--- src/rtl/lv_lcd_controller.sv ---
// lv_lcd_controller: write-only HD44780 sequencer in 4-bit mode.
// Runs the power-on init sequence after reset, then accepts command/data
// bytes over a valid/ready handshake and sends each one as two E-strobed
// nibbles, followed by the controller execution delay.
// Optional build macro: LCD_LONG_CMD_DETECT_EN. When it is defined, only
// clear/home commands get the long post-delay. Otherwise every user byte
// gets the long post-delay.
//
// Handshake: a byte transfers on a cycle where Valid && Ready are both high.
// Ready depends only on internal state, never on Valid. Valid while not
// Ready is ignored, and there is no queue.
module lv_lcd_controller #(
    parameter int CLK_KHZ  = 48000,
    parameter int E_CYCLES = 16
) (
    input  logic       Clk,
    input  logic       Reset,
    input  logic [7:0] Data,
    input  logic       RS_In,
    input  logic       Valid,
    output logic       Ready,
    output logic       Init_Done,
    output logic       LCD_RS,
    output logic       LCD_R_nW,
    output logic       LCD_E,
    output logic [3:0] LCD_D
);

    // Convert a microsecond delay to clock cycles, never less than 1
    function automatic logic [23:0] us_to_cyc(input longint us);
        longint c;
        c = (longint'(CLK_KHZ) * us) / 1000;
        if (c < 1) c = 1;
        return c[23:0];
    endfunction

    localparam logic [23:0] DLY_15000 = us_to_cyc(15000);
    localparam logic [23:0] DLY_4100  = us_to_cyc(4100);
    localparam logic [23:0] DLY_1640  = us_to_cyc(1640);
    localparam logic [23:0] DLY_100   = us_to_cyc(100);
    localparam logic [23:0] DLY_40    = us_to_cyc(40);
    localparam logic [23:0] E_LAST    = 24'(E_CYCLES - 1);

    typedef enum logic [2:0] {
        PWR_WAIT, INIT_STEP, IDLE, N_SETUP, N_HIGH, N_HOLD, POST_WAIT
    } state_t;

    state_t      state_q, state_d;
    logic [23:0] cnt_q, cnt_d;        // down-counter for the current state
    logic [23:0] dly_q, dly_d;        // post-delay of the byte in flight
    logic [3:0]  step_q, step_d;      // init ROM index
    logic        armed_q, armed_d;    // power-up wait has loaded its count
    logic        init_done_q, init_done_d;
    logic        rs_q, rs_d;
    logic [3:0]  nib_q, nib_d;        // nibble currently on the pins
    logic [3:0]  lo_q, lo_d;          // low nibble waiting to be sent
    logic        second_q, second_d;  // a low nibble is still pending

    logic        rom_is_byte;
    logic [7:0]  rom_byte;
    logic [23:0] rom_dly;
    logic [23:0] user_dly;

    // Init ROM. Nibble-only steps carry their nibble in the upper half.
    always_comb begin
        rom_is_byte = 1'b1;
        rom_byte    = 8'h0C;
        rom_dly     = DLY_40;
        case (step_q)
            4'd0: begin rom_is_byte = 1'b0; rom_byte = 8'h30; rom_dly = DLY_4100; end
            4'd1: begin rom_is_byte = 1'b0; rom_byte = 8'h30; rom_dly = DLY_100;  end
            4'd2: begin rom_is_byte = 1'b0; rom_byte = 8'h30; rom_dly = DLY_100;  end
            4'd3: begin rom_is_byte = 1'b0; rom_byte = 8'h20; rom_dly = DLY_100;  end
            4'd4: begin rom_byte = 8'h28; rom_dly = DLY_40;   end
            4'd5: begin rom_byte = 8'h08; rom_dly = DLY_40;   end
            4'd6: begin rom_byte = 8'h01; rom_dly = DLY_1640; end
            4'd7: begin rom_byte = 8'h06; rom_dly = DLY_40;   end
            default: begin rom_byte = 8'h0C; rom_dly = DLY_40; end
        endcase
    end

`ifdef LCD_LONG_CMD_DETECT_EN
    // Only clear (0x01) and home (0x02/0x03) need the long execution time
    assign user_dly = (!RS_In && (Data[7:2] == 6'd0)) ? DLY_1640 : DLY_40;
`else
    assign user_dly = DLY_1640;
`endif

    // Next-state logic: sequencing, counter loads and byte capture
    always_comb begin
        state_d     = state_q;
        cnt_d       = cnt_q;
        dly_d       = dly_q;
        step_d      = step_q;
        armed_d     = armed_q;
        init_done_d = init_done_q;
        rs_d        = rs_q;
        nib_d       = nib_q;
        lo_d        = lo_q;
        second_d    = second_q;
        case (state_q)
            PWR_WAIT: begin
                // The first cycle after reset loads the count, so the state lasts DLY_15000 cycles in total
                if (!armed_q) begin
                    armed_d = 1'b1;
                    cnt_d   = DLY_15000 - 24'd2;
                end else if (cnt_q == 24'd0) begin
                    state_d = INIT_STEP;
                    step_d  = 4'd0;
                end else begin
                    cnt_d = cnt_q - 24'd1;
                end
            end
            INIT_STEP: begin
                nib_d    = rom_byte[7:4];
                lo_d     = rom_byte[3:0];
                second_d = rom_is_byte;
                rs_d     = 1'b0;
                dly_d    = rom_dly;
                cnt_d    = E_LAST;
                state_d  = N_SETUP;
            end
            IDLE: begin
                if (Valid && init_done_q) begin
                    nib_d    = Data[7:4];
                    lo_d     = Data[3:0];
                    second_d = 1'b1;
                    rs_d     = RS_In;
                    dly_d    = user_dly;
                    cnt_d    = E_LAST;
                    state_d  = N_SETUP;
                end
            end
            N_SETUP: begin
                if (cnt_q == 24'd0) begin
                    cnt_d   = E_LAST;
                    state_d = N_HIGH;
                end else begin
                    cnt_d = cnt_q - 24'd1;
                end
            end
            N_HIGH: begin
                if (cnt_q == 24'd0) begin
                    cnt_d   = E_LAST;
                    state_d = N_HOLD;
                end else begin
                    cnt_d = cnt_q - 24'd1;
                end
            end
            N_HOLD: begin
                if (cnt_q == 24'd0) begin
                    if (second_q) begin
                        nib_d    = lo_q;
                        second_d = 1'b0;
                        cnt_d    = E_LAST;
                        state_d  = N_SETUP;
                    end else begin
                        cnt_d   = dly_q - 24'd1;
                        state_d = POST_WAIT;
                    end
                end else begin
                    cnt_d = cnt_q - 24'd1;
                end
            end
            POST_WAIT: begin
                if (cnt_q == 24'd0) begin
                    if (init_done_q) begin
                        state_d = IDLE;
                    end else if (step_q == 4'd8) begin
                        init_done_d = 1'b1;
                        state_d     = IDLE;
                    end else begin
                        step_d  = step_q + 4'd1;
                        state_d = INIT_STEP;
                    end
                end else begin
                    cnt_d = cnt_q - 24'd1;
                end
            end
            default: state_d = PWR_WAIT;
        endcase
    end

    // State registers with synchronous reset that abandons any transfer
    always_ff @(posedge Clk) begin
        if (Reset) begin
            state_q     <= PWR_WAIT;
            cnt_q       <= 24'd0;
            dly_q       <= 24'd0;
            step_q      <= 4'd0;
            armed_q     <= 1'b0;
            init_done_q <= 1'b0;
            rs_q        <= 1'b0;
            nib_q       <= 4'd0;
            lo_q        <= 4'd0;
            second_q    <= 1'b0;
        end else begin
            state_q     <= state_d;
            cnt_q       <= cnt_d;
            dly_q       <= dly_d;
            step_q      <= step_d;
            armed_q     <= armed_d;
            init_done_q <= init_done_d;
            rs_q        <= rs_d;
            nib_q       <= nib_d;
            lo_q        <= lo_d;
            second_q    <= second_d;
        end
    end

    assign LCD_E     = (state_q == N_HIGH);
    assign LCD_RS    = rs_q;
    assign LCD_D     = nib_q;
    assign LCD_R_nW  = 1'b0;
    assign Ready     = (state_q == IDLE) && init_done_q;
    assign Init_Done = init_done_q;

endmodule

--- config.mk ---
export PLATFORM = sky130hd
export DESIGN_NAME = lv_lcd_controller
export DESIGN_NICKNAME = d
export VERILOG_FILES = /design/src/rtl/lv_lcd_controller.sv
export SDC_FILE = /design/constraint.sdc
export NUM_CORES = 1
export LEC_CHECK = 0
export CAP_MARGIN = 20
export CORE_MARGIN = 3
export CORE_UTILIZATION = 50
export DETAILED_ROUTE_END_ITERATION = 8
export GPL_ROUTABILITY_DRIVEN = 0
export PLACE_DENSITY = 0.72
export SETUP_SLACK_MARGIN = 0.05
export SLEW_MARGIN = 40
export SYNTH_ARGS = -nofsm -noshare
export SYNTH_HDL_FRONTEND = slang
export SYNTH_SLANG_ARGS = --single-unit
export TNS_END_PERCENT = 50
--- constraint.sdc ---
create_clock -name Clk -period 2.3 [get_ports Clk]
set_input_delay 0.46 -clock Clk [delete_from_list [all_inputs] [get_ports Clk]]
set_output_delay 0.46 -clock Clk [all_outputs]
set_load 0.1 [all_outputs]
==> impl_results.md <==
- Critical path's slowest cell: or4_4
- Final Hold Fails: 0
- Hold path startpoint: LCD_RS$_SDFFE_PP0P_
- Critical Path RT: between 2 and 3 ns
- # setup viols final: 0
- Critical Path Most Common Cell: buf_4
- Internal power: between 0.001 and 0.0015 W
- Slowest Stage Delay on Critical Path: 0.56 ns
- Largest net degree at the start of global routing: 50
- DRT iter0 DRCs: 360
- Avg Inst Size Synth: 7.34 um2
- Num CTS Buffers: 5
- R2R Path Start: cnt_q[16]$_SDFFE_PP0P_
- Net Sw Frac: 0.278
- WP depth: 7
- Die Wd: 89.5 um
- Drt wl/cell: approximately 17 um
- FMAX: 437 MHz
- Synthesized area: 0.00348 mm2
- Vert. Die Dim: approximately 89 um
- Flop and latch count out of synthesis: 52
- Vias post-DR: around 3.9k
- Buffers added on ports: 19
- Root Driver: clkbuf_8
- Crit. End Element: register
- Clock Tree Buf Depth: 2
- Clk network pwr share: 0.345
- GRT Resource Usage Total: 0.283
- Yosys Warn Count: 0
- Psw: ~0.00056 W
- Routed Antenna Nets: 0
- Reg2reg setup slack: 0.01 ns
- Setup TNS: 0 ns
- Cells on worst reg2reg path: 7
- Reg power frac: 0.482
- Drt drc: 0
- Clk_lat worst skew: 0.32 ns
- CP Class: reg2reg
- Worst vdd ir: 0.245 mV
- Asr flop ratio synth: 0
- Status: complete, no violations
- CP Max Fanout: 5
- Grt ovf: 0
- Yosys top cell by area: dfxtp_1
- Post-Syn Instances: 475
- WHS Endpoint: LCD_RS$_SDFFE_PP0P_
- Post-synthesis sequential area ratio: 0.299
- Util after Layout: 0.680
- CTS Hold Buffers Added: 0
- Placeable Area: 0.00657 mm2
- Worst slew pin tran: 0.600 ns
- Vias in the first global route: roughly 3.6k
- Share of cells above drive strength 1: 0.242
- Share of the synthesized area in the top cell type: 0.299
- Detailed placement HPWL: 7930 um
- First-pass GRT wire length: 17600 um
- CP top delay family: simple AND/OR/NAND/NOR gates
- Final WL: 10900 um
- Worst-path clk slew: 0.11 ns
- Crit path launch type: register
- RSZ-0062 raised after global routing: yes
- Hold path depth: 2
- Fin crit share: 0.995
- Worst slew margin: 0.600
- Critical path arrival: 2.54 ns
- Final slew viol count: 0
- CTS tree: yes
- Power Dens Cells: 450 mW/mm2
- Starting Density: 0.531
- Skew final: 0.0112 ns
- Htree depth: 2
- Die area: 0.00801 mm2
- Rows: 29
- Post-synth EDFFs: 0
- Buf/Inv on CP: 2
- Crit-path cells: or4_4, nor4_4, buf_4, nand4_4, buf_4, or3_2, a21oi_1
- Combinational power share: 0.172
- Vias/cell: 6.17
- Number of clock sinks: 52
- Post-synthesis cell type count: 64
- Pre-antenna DRT Iters: 5
- Fin nets: 560
- Pre-CTS setup slack: -0.0319 ns
- Main synth FF type: dfxtp_1
- Final Power: 0.00201 W
- Total inserted antenna cells: 0
- Top post-synthesis cells by area: dfxtp_1 30%, nor2_1 6.6%, a21oi_1 5.9%
- Post-route setup slack: around 0.011 ns
- Ports: 21
- Period minus WS final: 2.29 ns
- Leakage power total: 1.71 nW
- Area Overhead vs Synth: 28.1%
- Fillers: roughly 550
- Max-cap violation count: 0
- Worst hold path class: reg2reg
- Reg2reg end: step_q[1]$_SDFFE_PP0P_
- Mapped Nets: approximately 500
- Initial antenna violation count: 0
## how the worst max path moves through the flow
stage                                   to                     from
finish              step_q[1]$_SDFFE_PP0P_   cnt_q[16]$_SDFFE_PP0P_
global route        step_q[3]$_SDFFE_PP0P_   cnt_q[16]$_SDFFE_PP0P_
CTS                 step_q[3]$_SDFFE_PP0P_   cnt_q[11]$_SDFFE_PP0P_
detailed placement   cnt_q[0]$_SDFFE_PP0P_    cnt_q[1]$_SDFFE_PP0P_
global placement    cnt_q[14]$_SDFFE_PP0P_                    Valid
floorplan           cnt_q[20]$_SDFFE_PP0P_  state_q[2]$_SDFFE_PP0P_
## what timing repair did
action                                  4_1_cts  5_1_grt
endpoints found under the setup margin       10       32
resized for setup                             4       27
pin swaps                                     5        9
buffers inserted                              2        6
## cells by family after synthesis
group / synth area share
AND/OR/NAND/NOR: 0.312
AO/OA/AOI/OAI: 0.277
XOR/XNOR: 0.0276
buffers and inverters: 0.0542
adder cells (fa/ha/maj): 0.0287
other: 0.00108
flip-flops: 0.299
## per-layer routing
| layer | routed length, um | track usage |
|---|---|---|
| met1 | 4850 | 0.395 |
| met2 | 5100 | 0.442 |
| met3 | 753 | 0.0452 |
| met4 | 216 | 0.0934 |
| met5 | 0 | 0 |
## power by group through the flow
stage,clock network [W],logic (W),registers [W]
final,0.000693,0.000346,0.000968
after global routing,0.000738,0.000374,0.000973
after CTS,0.000701,0.000318,0.000963
after detailed placement,0,0.000314,0.000983
after global placement,0,0.000305,0.000981
after floorplan,0,0.000188,0.000983
## tightest hold or removal path, delay by kind of cell (launching register included)
family	cells	cell delay, ns
DFF	1	0.32
AOI/OAI and AO/OA	1	0.05
and+or+nand+nor	1	0.05
## cell usage after synthesis, types with 5 or more instances
library cell	n
nand2_1	40
dfxtp_1	52
o211ai_1	8
nor4_1	10
o22ai_1	5
nand3b_1	5
a311oi_1	5
xnor2_1	5
a221oi_1	5
a31oi_1	7
xor2_1	6
nand3_1	17
a21oi_1	41
nor3_1	31
a22oi_1	5
ha_1	8
nor2_1	61
o21ai_0	29
buf_4	5
a21o_1	7
clkbuf_1	22
inv_1	14
and2_1	5
a211oi_1	16
## cell usage in the layout, fill, tap and decap left out, types with 4 or more instances in the layout
cell             synthesis  layout
o22ai_1                  5       5
nor4_4                   2       4
o21ai_0                 29      27
and3_1                   4       4
and2_1                   5       4
a211oi_1                16      15
a22oi_1                  5       5
a31oi_1                  7       7
o211ai_1                 8       8
clkdlybuf4s50_1          0      10
ha_1                     8       8
nand2_1                 40      39
buf_4                    5      74
nand3_1                 17      17
nand3b_1                 5       5
xor2_1                   6       6
nor4_1                  10       6
a21o_1                   7       7
or3_1                    4       4
nor3_1                  31      29
nand2b_1                 4       4
dfxtp_1                 52      48
clkbuf_8                 0       6
a311oi_1                 5       4
xnor2_1                  5       5
nor2_1                  61      58
nor2b_1                  4       4
a21oi_1                 41      40
inv_1                   14      13
## final cells by class
class                           count  area (um2)  area share
Clock buffer                        6        82.6      0.0185
Clock inverter                      2        38.8     0.00869
Inverter                           15        57.6      0.0129
Multi-Input combinational cell    378        2400       0.538
Sequential cell                    52        1050       0.235
Tap cell                           93         116      0.0261
Timing Repair Buffer               88         721       0.161
## metrics by stage
stage          hold WS, ns  instances  cell area [um2]
2_1_floorplan        0.432        475             3520
3_3_place_gp         0.442        618             4160
3_5_place_dp         0.445        618             4160
4_1_cts              0.460        628             4310
5_1_grt              0.490        634             4460
6_report             0.455        634             4460
## registers in the layout (all words and copies together) (netlist names)
name       cells
dly_q          9
step_q         4
second_q       1
lo_q           4
LCD_D          4
LCD_RS         1
armed_q        1
state_q        3
Init_Done      1
cnt_q         24
Power figures use the tool's default switching activity.
==> RTL edit (same flow settings) <==
Reset style: asynchronous (`Reset`), changed in one clocked block. Comments in the files are not updated.
--- a/src/rtl/lv_lcd_controller.sv
+++ b/src/rtl/lv_lcd_controller.sv
@@ -184,3 +184,3 @@
     // State registers with synchronous reset that abandons any transfer
-    always_ff @(posedge Clk) begin
+    always_ff @(posedge Clk or posedge Reset) begin
         if (Reset) begin
Behaviour: same outputs for any inputs over 10 cycles, from zero or initial values and one cycle with Reset high; that may be too few to reach the edited logic, so the function may still have changed.
==> RTL edit against the original RTL <==
  * The flow now finishes with violations (setup timing)
  * Area after synthesis up 6.1%
  * Cell area up 11%
  * Clock skew down 0.0015 ns
  * Die area up 5.7%
  * Wire length up 13%
  * Cell count unchanged
  * Sequential cell count unchanged
  * Hold slack worse by 0.016 ns
  * Setup slack worse by 0.036 ns
Power is not compared: it rests on default switching activity, and its combinational part moved more than twofold at a synthesized area within 25%.
==> RTL edit: results (changes against the original RTL) <==
global_route:
  grt_usage_pct: 28.3  # +0.081 points
  antenna_found_initial: 0  # unchanged
  grt_pass1_wl_um: 19400  # +10%
  grt_pass1_vias: 3784  # +5.0%
  grt_max_degree: 38  # -24%
cells_and_area:
  fin_nets: 557  # -0.54%
  drive_gt1_share_pct: 30.9  # +6.6 points
  reg_top3: "cnt_q: 24 flops, dly_q: 9 flops"
  fill_cells: 527  # -3.8%
  instances_no_fill: 634  # unchanged
  diodes: 0  # unchanged
  layout_commonest_cell: "buf_4"
synthesis:
  synth_cell_types: 68  # +6.3%
  async_flop_share_pct: 100  # +100 points
  synthTopCellsByCount: "52 x dfrtp_1, 52 x nor2_1, 35 x nand2_1"
  yosysWarnings: 0  # unchanged
  synthTopCellsByArea: "dfrtp_1 35%, nor2_1 5.3%, a21oi_1 4.5%"
  post_synth.cell_area_avg_um2: 8.25  # +12%
  syn-num-nets: 468  # -5.5%
  ys_seq_area_share_pct: 35.2  # +5.3 points
  synth-main-ff-cell: "dfrtp_1"
cts:
  numCtsBuffers: 5  # unchanged
  clkSlewWorstSetupHoldPaths_ns: 0.10
  clk_path_buf_depth: 2  # unchanged
  clk_latency_ns: 0.31
  cts_root_buffer: "clkbuf_8"
  cts_hold_buf: 0  # unchanged
  cts_max_level: 2  # unchanged
min_path:
  hp-class: "in -> async"
setup_path:
  crit_arrival_ns: 2.50  # -0.04 ns
  r2r-end: "cnt_q[4]$_DFFE_PP0P_"
  cpMaxStageDelayCell: "or3_4"
  cp_slowest_stage_delay_ns: 0.49  # -0.07 ns
  r2r_start: "cnt_q[20]$_DFFE_PP0P_"
  crit_path_start_kind: "flip-flop"
  reg2reg_depth: 7  # unchanged
  worstPathMaxFanout: 5  # unchanged
  critical_path.top_delay_family: "simple AND/OR/NAND/NOR gates"
power:
  ir_drop_mv: 0.275
  leakagePower_nw: 2.09
drt:
  dr.first_iter.drc_count: 361  # +0.28%
  vias: 4055  # +3.6%
  firstDrtPassIters: 6  # +1
  wl_per_cell_um: 19.4  # +13%
placed_design:
  dp_hpwl_um: 8550  # +7.8%
  io_buffers: 19  # unchanged
  dp_cells: 611  # -1.1%
status:
  status: "finished, violations left"
  violations: "setup timing"
sta:
  setup_slack_ns: -0.0244  # -0.0358 ns
  clock_skew_ns: 0.00969  # -0.00146 ns
  maxSlewHeadroom_pct: 59.3  # -0.76 points
  finalSetupViolations: 1  # +1
RTL edit: cell types whose count changed after synthesis, moves of 6 or more:
cell	delta
o22a_1	+6
nor2_1	-9
nor3_1	-13
a21oi_1	-8
a211oi_1	-11
dfrtp_1	+52
o21ai_1	+7
dfxtp_1	-52
o211ai_1	-6
nand3_1	-8
RTL edit: final cells by class:
class / instances / area [um^2] / share of cell area [%]
flip-flops and latches: 52 / 1300 / 26.2
clock inverters: 3 / 42.5 / 0.858
inverters: 15 / 56.3 / 1.14
repair buffers: 110 / 947 / 19.1
well taps: 96 / 120 / 2.42
clock buffers: 5 / 68.8 / 1.39
multi-input cells: 353 / 2420 / 48.9
RTL edit: worst max path at each step:
stage,end,slack (ns),depth (start not counted)
floorplan,cnt_q[10]$_DFFE_PP0P_,-0.1,7
CTS,cnt_q[10]$_DFFE_PP0P_,0.04,6
global route,cnt_q[4]$_DFFE_PP0P_,-0.09,7
global placement,step_q[3]$_DFFE_PP0P_,-0.05,5
detailed placement,cnt_q[10]$_DFFE_PP0P_,-0.11,6
finish,cnt_q[4]$_DFFE_PP0P_,-0.02,7
RTL edit: what timing repair did:
item                       4_1_cts  5_1_grt
buffers inserted                 6        8
gates cloned                     0        1
hold endpoints to repair         0        0
resized for setup               13       43
setup endpoints to repair       21       26
pin swaps                        6       20
RTL edit: kinds of logic (layout without fill, tap and decap cells):
kind of cell / after synthesis / in the layout / synth area share [%]
fa+ha+maj: 8 / 8 / 2.71
flops: 52 / 52 / 35.2
mux: 5 / 5 / 1.52
simple gates: 172 / 172 / 24.5
xor+xnor: 12 / 12 / 3.05
buf+inv: 43 / 133 / 5.21
other cells: 1 / 1 / 0.101
compound gates: 155 / 155 / 27.7
RTL edit: report_power, final:
group	switching [mW]	leakage, nW	internal (mW)
Sequential	0	0.638	0.913
Clock	0.330	0.0541	0.323
Combinational	0.0295	1.40	0.0200
RTL edit: metrics by stage:
| stage | cell area [um^2] | TNS, ns | hold slack (ns) | power (mW) | setup WS, ns |
|---|---|---|---|---|---|
| after floorplan | 3700 | -0.0964 | 0.436 | 0.954 | -0.0964 |
| after global placement | 4470 | -0.0526 | 0.455 | 0.983 | -0.0464 |
| after detailed placement | 4470 | -0.350 | 0.472 | 0.983 | -0.108 |
| after CTS | 4700 | 0 | 0.458 | 1.63 | 0.0447 |
| after global routing | 4960 | -0.380 | 0.479 | 1.67 | -0.0906 |
| final | 4960 | -0.0244 | 0.439 | 1.62 | -0.0244 |
RTL edit: per-layer routing:
metal / track usage, % / routed length, um / vias up
met2: 45.6 / 5890 / 230
li1: - / - / 1841
met3: 5.66 / 982 / 51
met1: 37.4 / 4920 / 1933
met4: 11.3 / 495 / 0
met5: 0 / 0 / -
